## config.mk

```make
export PLATFORM = sky130hd
export DESIGN_NAME = shift_weight_filter
export DESIGN_NICKNAME = d
export VERILOG_FILES = /design/src/rtl/filter_pkg.sv /design/src/rtl/filter_tap_line.sv /design/src/rtl/shift_weight_filter.sv
export SDC_FILE = /design/constraint.sdc
export NUM_CORES = 1
export LEC_CHECK = 0
export ABC_CLOCK_PERIOD_IN_PS = 4100
export BUFFER_PORTS_ARGS = -buffer_cell sky130_fd_sc_hd__buf_4
export CORE_UTILIZATION = 45
export DETAILED_ROUTE_END_ITERATION = 10
export MAX_ROUTING_LAYER = met4
export SETUP_SLACK_MARGIN = 0.4
export SYNTH_ARGS = -nofsm -noshare
export SYNTH_HDL_FRONTEND = slang
export SYNTH_SLANG_ARGS = --single-unit
```

## constraint.sdc

```tcl
create_clock -name clk -period 4.1 [get_ports clk]
set_input_delay 0.41 -clock clk [delete_from_list [all_inputs] [get_ports clk]]
set_output_delay 0.41 -clock clk [all_outputs]
set_load 0.005 [all_outputs]
```

## src/rtl/filter_pkg.sv

```systemverilog
// Shared definitions for the shift/weight streaming smoother.
// Mode encoding, width helpers and the output saturation function.
package filter_pkg;

    localparam logic MODE_WEIGHTED = 1'b0;
    localparam logic MODE_BOXCAR   = 1'b1;

    // Shift that divides by the tap count (tap count is a power of two).
    function automatic int tap_sh(input int taps);
        return $clog2(taps);
    endfunction

    // Width that holds the weighted sum without wrap.
    function automatic int sum_w_weighted(input int dw);
        return dw + 1;
    endfunction

    // Width that holds the boxcar sum without wrap.
    function automatic int sum_w_boxcar(input int dw, input int taps);
        return dw + $clog2(taps);
    endfunction

    // Clamp a sum to the largest dw-bit unsigned value.
    function automatic logic [31:0] saturate(input logic [31:0] sum, input int dw);
        logic [31:0] max_v;
        max_v = (32'd1 << dw) - 32'd1;
        return (sum > max_v) ? max_v : sum;
    endfunction

endpackage

```

## src/rtl/filter_tap_line.sv

```systemverilog
// Sample history shift register with enable and synchronous clear.
// Tap 0 (newest) sits in the lowest DATA_W bits of o_taps.
module filter_tap_line #(
    parameter int DATA_W = 8,
    parameter int TAPS   = 4
) (
    input  logic                     clk,
    input  logic                     rst_n,
    input  logic                     i_clr,
    input  logic                     i_en,
    input  logic [DATA_W-1:0]        i_data,
    output logic [TAPS*DATA_W-1:0]   o_taps
);

    logic [TAPS*DATA_W-1:0] r_taps;

    // Shift the newest sample in at tap 0; clear wins over shift.
    always_ff @(posedge clk or negedge rst_n) begin
        if (!rst_n) begin
            r_taps <= '0;
        end else if (i_clr) begin
            r_taps <= '0;
        end else if (i_en) begin
            r_taps <= {r_taps[(TAPS-1)*DATA_W-1:0], i_data};
        end
    end

    assign o_taps = r_taps;

endmodule

```

## src/rtl/shift_weight_filter.sv

```systemverilog
// Streaming FIR smoother: weighted (x_k >> k) or boxcar mean, one-entry output stage.
// Optional rounding is enabled by defining FILTER_ROUND_EN.
module shift_weight_filter
    import filter_pkg::*;
#(
    parameter int DATA_W = 8,
    parameter int TAPS   = 4
) (
    input  logic              clk,
    input  logic              rst_n,
    input  logic              flush,
    input  logic              mode,
    input  logic              in_valid,
    output logic              in_ready,
    input  logic [DATA_W-1:0] in_data,
    output logic              out_valid,
    input  logic              out_ready,
    output logic [DATA_W-1:0] out_data,
    output logic              out_warm
);

    localparam int SH    = tap_sh(TAPS);
    localparam int ACC_W = sum_w_boxcar(DATA_W, TAPS) + 1;
    localparam int CNT_W = $clog2(TAPS + 1);

    logic [TAPS*DATA_W-1:0] w_taps;
    logic [DATA_W-1:0]      w_x [TAPS];
    logic [ACC_W-1:0]       w_wsum;
    logic [ACC_W-1:0]       w_bsum;
    logic [DATA_W-1:0]      w_res;
    logic                   w_accept;
    logic [CNT_W-1:0]       w_cnt_next;
    logic                   w_unused_tail;

    logic [CNT_W-1:0]       r_count;
    logic [DATA_W-1:0]      r_data;
    logic                   r_valid;
    logic                   r_warm;

    assign in_ready = !flush && (!r_valid || out_ready);
    assign w_accept = in_valid && in_ready;

    filter_tap_line #(
        .DATA_W (DATA_W),
        .TAPS   (TAPS)
    ) u_taps (
        .clk    (clk),
        .rst_n  (rst_n),
        .i_clr  (flush),
        .i_en   (w_accept),
        .i_data (in_data),
        .o_taps (w_taps)
    );

    // The oldest stored tap drops out of the window on the next accept.
    assign w_unused_tail = ^w_taps[TAPS*DATA_W-1 -: DATA_W];

    // Window for this accept: incoming sample plus the newest TAPS-1 taps.
    always_comb begin
        w_x[0] = in_data;
        for (int k = 1; k < TAPS; k++) begin
            w_x[k] = w_taps[(k-1)*DATA_W +: DATA_W];
        end
    end

    // Adder tree for both modes, then mode select and saturation.
    always_comb begin
        w_wsum = '0;
        w_bsum = '0;
        for (int k = 0; k < TAPS; k++) begin
            w_bsum = w_bsum + ACC_W'(w_x[k]);
`ifdef FILTER_ROUND_EN
            if (k == 0) begin
                w_wsum = w_wsum + ACC_W'(w_x[k]);
            end else begin
                w_wsum = w_wsum
                       + ((ACC_W'(w_x[k]) + (ACC_W'(1) << (k - 1))) >> k);
            end
`else
            w_wsum = w_wsum + (ACC_W'(w_x[k]) >> k);
`endif
        end
`ifdef FILTER_ROUND_EN
        w_bsum = w_bsum + ACC_W'(TAPS / 2);
`endif
        if (mode == MODE_BOXCAR) begin
            w_res = DATA_W'(w_bsum >> SH);
        end else begin
            w_res = DATA_W'(saturate(32'(w_wsum), DATA_W));
        end
    end

    assign w_cnt_next = (r_count == CNT_W'(TAPS)) ? r_count : r_count + CNT_W'(1);

    // Fill counter: one step per accepted sample, saturating at TAPS.
    always_ff @(posedge clk or negedge rst_n) begin
        if (!rst_n) begin
            r_count <= '0;
        end else if (flush) begin
            r_count <= '0;
        end else if (w_accept) begin
            r_count <= w_cnt_next;
        end
    end

    // Output register: load on accept, drop valid on a pop, hold under stall.
    always_ff @(posedge clk or negedge rst_n) begin
        if (!rst_n) begin
            r_data  <= '0;
            r_valid <= 1'b0;
            r_warm  <= 1'b0;
        end else if (flush) begin
            r_data  <= '0;
            r_valid <= 1'b0;
            r_warm  <= 1'b0;
        end else if (w_accept) begin
            r_data  <= w_res;
            r_valid <= 1'b1;
            r_warm  <= (w_cnt_next == CNT_W'(TAPS));
        end else if (r_valid && out_ready) begin
            r_valid <= 1'b0;
        end
    end

    assign out_data  = r_data;
    assign out_valid = r_valid;
    assign out_warm  = r_warm;

endmodule
```

# Word level (Yosys, flattened, before mapping)
# Index checks and enable logic that the tools add are counted.
# totals
regBits	37
in_bits	14
out_inout_bits	11
wordCells	37
# classes
addsub	7
order_cmp	1
eq_ne	2
n_mux	14
n_reduce_logical	8
# op_table
cell	count
24-bit 2-to-1 mux	2
8-bit 2-to-1 mux	4
10-bit by 5-bit adder with 11-bit output	1
11-bit by 8-bit > comparator with 1-bit output (second input constant)	1
10-bit by 8-bit adder with 10-bit output	1
9-bit by 6-bit adder with 10-bit output	1
9-bit by 8-bit adder with 10-bit output	1
8-bit by 7-bit adder with 9-bit output	1
8-bit by 8-bit adder with 9-bit output	1
3-bit 2-to-1 mux	3
3-bit == test (second input constant)	2
1-bit 2-to-1 mux	5
3-bit by 1-bit adder with 3-bit output (second input constant)	1
1-bit logical AND	3
3-bit nonzero test	1
1-bit zero test	2
2-bit nonzero test	1
1-bit logical OR	1

# Depth between registers and ports, before layout
# logic_depth
depth_word	8
mapped_depth	13
ltp_nobuf	13

# Cells and area by module
# Synthesis repeated with hierarchy kept, for this count alone.
# unflattened
cells_unflattened	319
area_unflattened_um2	3330.7
# modules_own_cells
module	n_inst	cells_per_inst	area_per_inst_um2	seq_area_each_um2
shift_weight_filter	1	216	2006.9	325.3
filter_tap_line	1	103	1323.8	800.8

# Least setup slack after synthesis
# Ideal clock, no wire load.
# synth_timing
path_type	input to register
start	input port in_data[1]
end	register r_data[6], in the netlist out_data[6]
setup_time_ps	122
t_arrival_ps	3158
required_ps	3978
setup_slack_ps	821
cell_stages	13
path_buffers	0
cell_sequence	inv_1 -> fa_1 -> fa_1 -> inv_1 -> ha_1 -> inv_1 -> fa_1 -> nor2b_4 -> o31a_1 -> o31ai_4 -> nand4_4 -> or2_1 -> a32o_1
# synth_between
elab_chain_cells	8
word_cells_on_any_way	11
cone_classes	add/sub (6); order compare (1); mux (4)
# synth_rtl
element	line_no	text
start: declaration	shift_weight_filter.sv:15	input logic [DATA_W-1:0] in_data,
8-bit by 7-bit adder with 9-bit output	shift_weight_filter.sv:80	w_wsum = w_wsum + (ACC_W'(w_x[k]) >> k);
9-bit by 6-bit adder with 10-bit output	shift_weight_filter.sv:80	
10-bit by 5-bit adder with 11-bit output	shift_weight_filter.sv:80	
11-bit by 8-bit > comparator with 1-bit output	filter_pkg.sv:27	return (sum > max_v) ? max_v : sum;
8-bit 2-to-1 mux	filter_pkg.sv:27	
8-bit 2-to-1 mux (*)	shift_weight_filter.sv:86	if (mode == MODE_BOXCAR) begin
8-bit 2-to-1 mux (*)	shift_weight_filter.sv:116	end else if (w_accept) begin
8-bit 2-to-1 mux (*)	shift_weight_filter.sv:112	end else if (flush) begin
end signal: assignment	shift_weight_filter.sv:117	r_data <= w_res;
end: declaration	shift_weight_filter.sv:36	logic [DATA_W-1:0] r_data;
# Every way passes the cells marked *; elsewhere a longest branch is shown, timed or not. The select of a mux whose other input is x is not followed.
# A chain may end at the register's enable or synchronous reset.

# Final worst setup path
# layout_timing
start	register u_taps.r_taps[2], in the netlist u_taps.o_taps[2]
end	register r_data[6], in the netlist out_data[6]
# layout_between
elab_chain_cells	8
word_cells_on_any_way	11
cone_classes	add/sub (6); order compare (1); mux (4)
# layout_rtl
element	line_no	text
start: declaration	filter_tap_line.sv:15	logic [TAPS*DATA_W-1:0] r_taps;
start signal: assignment	filter_tap_line.sv:24	r_taps <= {r_taps[(TAPS-1)*DATA_W-1:0], i_data};
8-bit by 7-bit adder with 9-bit output	shift_weight_filter.sv:80	
9-bit by 6-bit adder with 10-bit output	shift_weight_filter.sv:80	
10-bit by 5-bit adder with 11-bit output	shift_weight_filter.sv:80	
11-bit by 8-bit > comparator with 1-bit output	filter_pkg.sv:27	
8-bit 2-to-1 mux	filter_pkg.sv:27	
8-bit 2-to-1 mux (*)	shift_weight_filter.sv:86	
8-bit 2-to-1 mux (*)	shift_weight_filter.sv:116	
8-bit 2-to-1 mux (*)	shift_weight_filter.sv:112	
# Marked as above.

==> results.yml <==
sta:
  period_share: 0.8354
  period_needed_ns: 3.425
  hold_viol_final: 0
  fmax_ghz: 0.2919
  fin_skew_ns: 0.005450
  setup_viol: 0
  tns_ns: 0
  setup_slack_ns: 0.6747
  tightest_slew_ns: 0.9929
  rsz0062_at_grt: "no"
  slew_violations: 0
  slew_headroom: 0.3365
global_route:
  grt_max_degree: 38
  use_met3: 0.03407
  grt_pass1_wl_um: 9591
  busiest_layer: "met2"
  antenna_found_initial: 0
  grtUsageTotal: 0.1980
  grt_pass1_vias: 2131
  gr-total-overflow: 0
  grt_use_met1: 0.2525
  globalRouteMet2Util: 0.3248
drt:
  postRouteAntennaNets: 0
  routed_wl_um: 5704
  drc: 0
  drtIter0Drc: 81
  firstDrtPassIters: 4
  vias_per_cell: 5.116
  routedWlPerCell_um: 13.74
  dr_total_vias: 2123
logic_synthesis:
  ys_seq_elements: 37
  syn_area_per_cell_sq_um: 9.181
  synth_top_area_frac: 0.3181
  ys_warn_count: 0
  netlist_area_sq_um: 2910
  synthTopCellsByArea: "dfrtp_1, fa_1, ha_1"
  syn_inst: 317
  yosysSeqAreaShare: 0.3181
  ys.flop_type: "dfrtp_1"
  syn_nets: 379
  synth-edff-count: 0
  synth_cell_types: 42
  synth_top_cell_by_area: "dfrtp_1"
  async_flop_share: 1.000
clocking:
  postCtsSetupBuffers: 0
  cts_made_buffers: 5
  tritoncts: "built"
  cts_max_level: 2
  clk_pin_slew_ns: 0.08
  insertion_delay_ns: 0.29
  cts_root_buf: "clkbuf_8"
  clkSinkCount: 37
  cts_resized: 0
  cts_buffer_depth: 2
  hold_buffers: 0
floorplan:
  rows: 28
  die-area_sq_um: 6793
  die_h_um: 82.42
  fp.coreArea_sq_um: 6096
  initial_core_util: 0.4774
  ios: 25
  fp.dieW_um: 82.42
layout:
  fillCellCount: 583
  area_growth_pct: 12.64
  fin_util: 0.5378
  nets: 401
  diodes: 0
  multi_input_area_sq_um: 1789
  drive_gt1_frac: 0.1118
  seqCellArea_sq_um: 925.9
  stdcell_count: 415
run:
  maxCapViolations: 0
placed_design:
  io_buffers: 24
  dpl.hpwl_um: 4280
  place_congestion: 0.7986
  detailedPlace.worstSlack_ns: 0.5471
  dp_cells: 407
power_and_ir_drop:
  power.leakage_nw: 1.548
  ir_drop_mv: 0.2204
  powerDensity_nw_per_um2: 310.2
worst_setup_path:
  crit_arrival_ns: 3.61
  startpoint_type: "register"
  worstSetupPathType: "register to register"
  path_max_fanout: 8
  cp_data_required_time_ns: 4.29
  endpoint_kind: "register"
outcome:
  status: "completed"
hold_path:
  hold_path.class: "primary input to asynchronous set/reset pin"
final cells by class:
type                       instances  area share
multi-input combinational        228      0.5458
sequential                        37      0.2824
timing repair buffer              26     0.05954
inverter                          41     0.04695
tap                               75     0.02863
clock buffer                       6     0.02519
clock inverter                     2     0.01145
power breakdown:
group / switching (W) / internal [W]
Sequential: 0.0000160 / 0.000383
Clock: 0.000140 / 0.000198
Combinational: 0.000157 / 0.000123
cell usage after synthesis (2+ instances only):
master and count:
a211oi_1 3, a21o_1 3, a21oi_1 38, a311oi_1 3, clkbuf_1 10, dfrtp_1 37, fa_1 27, ha_1 21
inv_1 41, nand2_1 60, nand2b_1 3, nand3_1 2, nor2_1 18, nor2b_1 2, nor3_1 6, o21a_1 2
o21ai_0 4, o21bai_1 2, o221ai_1 3, xnor2_1 9, xor2_1 2
worst max-delay path: stages (launching register included):
cell and delay (ns):
dfrtp_1 0.41, inv_1 0.08, fa_1 0.47, fa_1 0.52, inv_1 0.04, ha_1 0.22
inv_1 0.07, fa_1 0.24, nor2b_4 0.05, o31a_1 0.29, o31ai_4 0.22, nand4_4 0.19
or2_1 0.27, a32o_1 0.25
metrics by stage:
step	hold slack [ns]	instance area [sq um]	power, W
2_1_floorplan	0.1144	2910	0.0006009
3_3_place_gp	0.4135	3158	0.0006902
3_5_place_dp	0.4212	3158	0.0006902
4_1_cts	0.09905	3278	0.001035
5_1_grt	0.1175	3278	0.001087
6_report	0.08196	3278	0.001017
kinds of logic (layout without fill, tap and decap cells):
kind of cell    count (synthesis)  in the layout  share of synthesized area
compound gates                 67             67                     0.1457
xor+xnor                       11             11                    0.03311
fa+ha+maj                      48             48                     0.2760
buf+inv                        52             75                    0.06707
flops                          37             37                     0.3181
simple gates                  102            102                     0.1599
final timing paths:
| path | endpoint | from | slack [ns] | cells past startpoint |
|---|---|---|---|---|
| setup / recovery | out_data[6] | u_taps.o_taps[2] | 0.67 | 13 |
| hold / removal | out_data[4] | rst_n | 0.08 | 1 |
| setup reg to reg | out_data[6] | u_taps.o_taps[2] | 0.67 | 13 |
| hold reg to reg | out_data[3] | out_data[3] | 0.47 | 2 |
| max in group asynchronous | u_taps.o_taps[21] | rst_n | 3.68 | 1 |
| min in group clk | out_valid | in_valid | 0.35 | 3 |
sequential cells by signal (all words and copies together) (netlist names):
signal / flops
u_taps.o_taps: 24
out_data: 8
r_count: 3
out_valid: 1
out_warm: 1
metal layers:
| layer | share of wire | vias up |
|---|---|---|
| met5 | 0 | - |
| met4 | 0.012 | 0 |
| met3 | 0.024 | 8 |
| met2 | 0.47 | 21 |
| met1 | 0.49 | 1012 |
| li1 | - | 1082 |
cells in the final DEF, fill, tap and decap left out, types with 2 or more instances in the layout:
cell      synthesis  final
a211oi_1          3      3
a21o_1            3      3
a21oi_1          38     38
a311oi_1          3      3
buf_4             0     26
clkbuf_8          0      6
dfrtp_1          37     37
fa_1             27     27
ha_1             21     21
inv_1            41     41
nand2_1          60     60
nand2b_1          3      3
nand3_1           2      2
nor2_1           18     18
nor2b_1           2      2
nor3_1            6      6
o21a_1            2      2
o21ai_0           4      4
o21bai_1          2      2
o221ai_1          3      3
xnor2_1           9      9
xor2_1            2      2
Note: power is estimated with default switching activity, not from simulation.
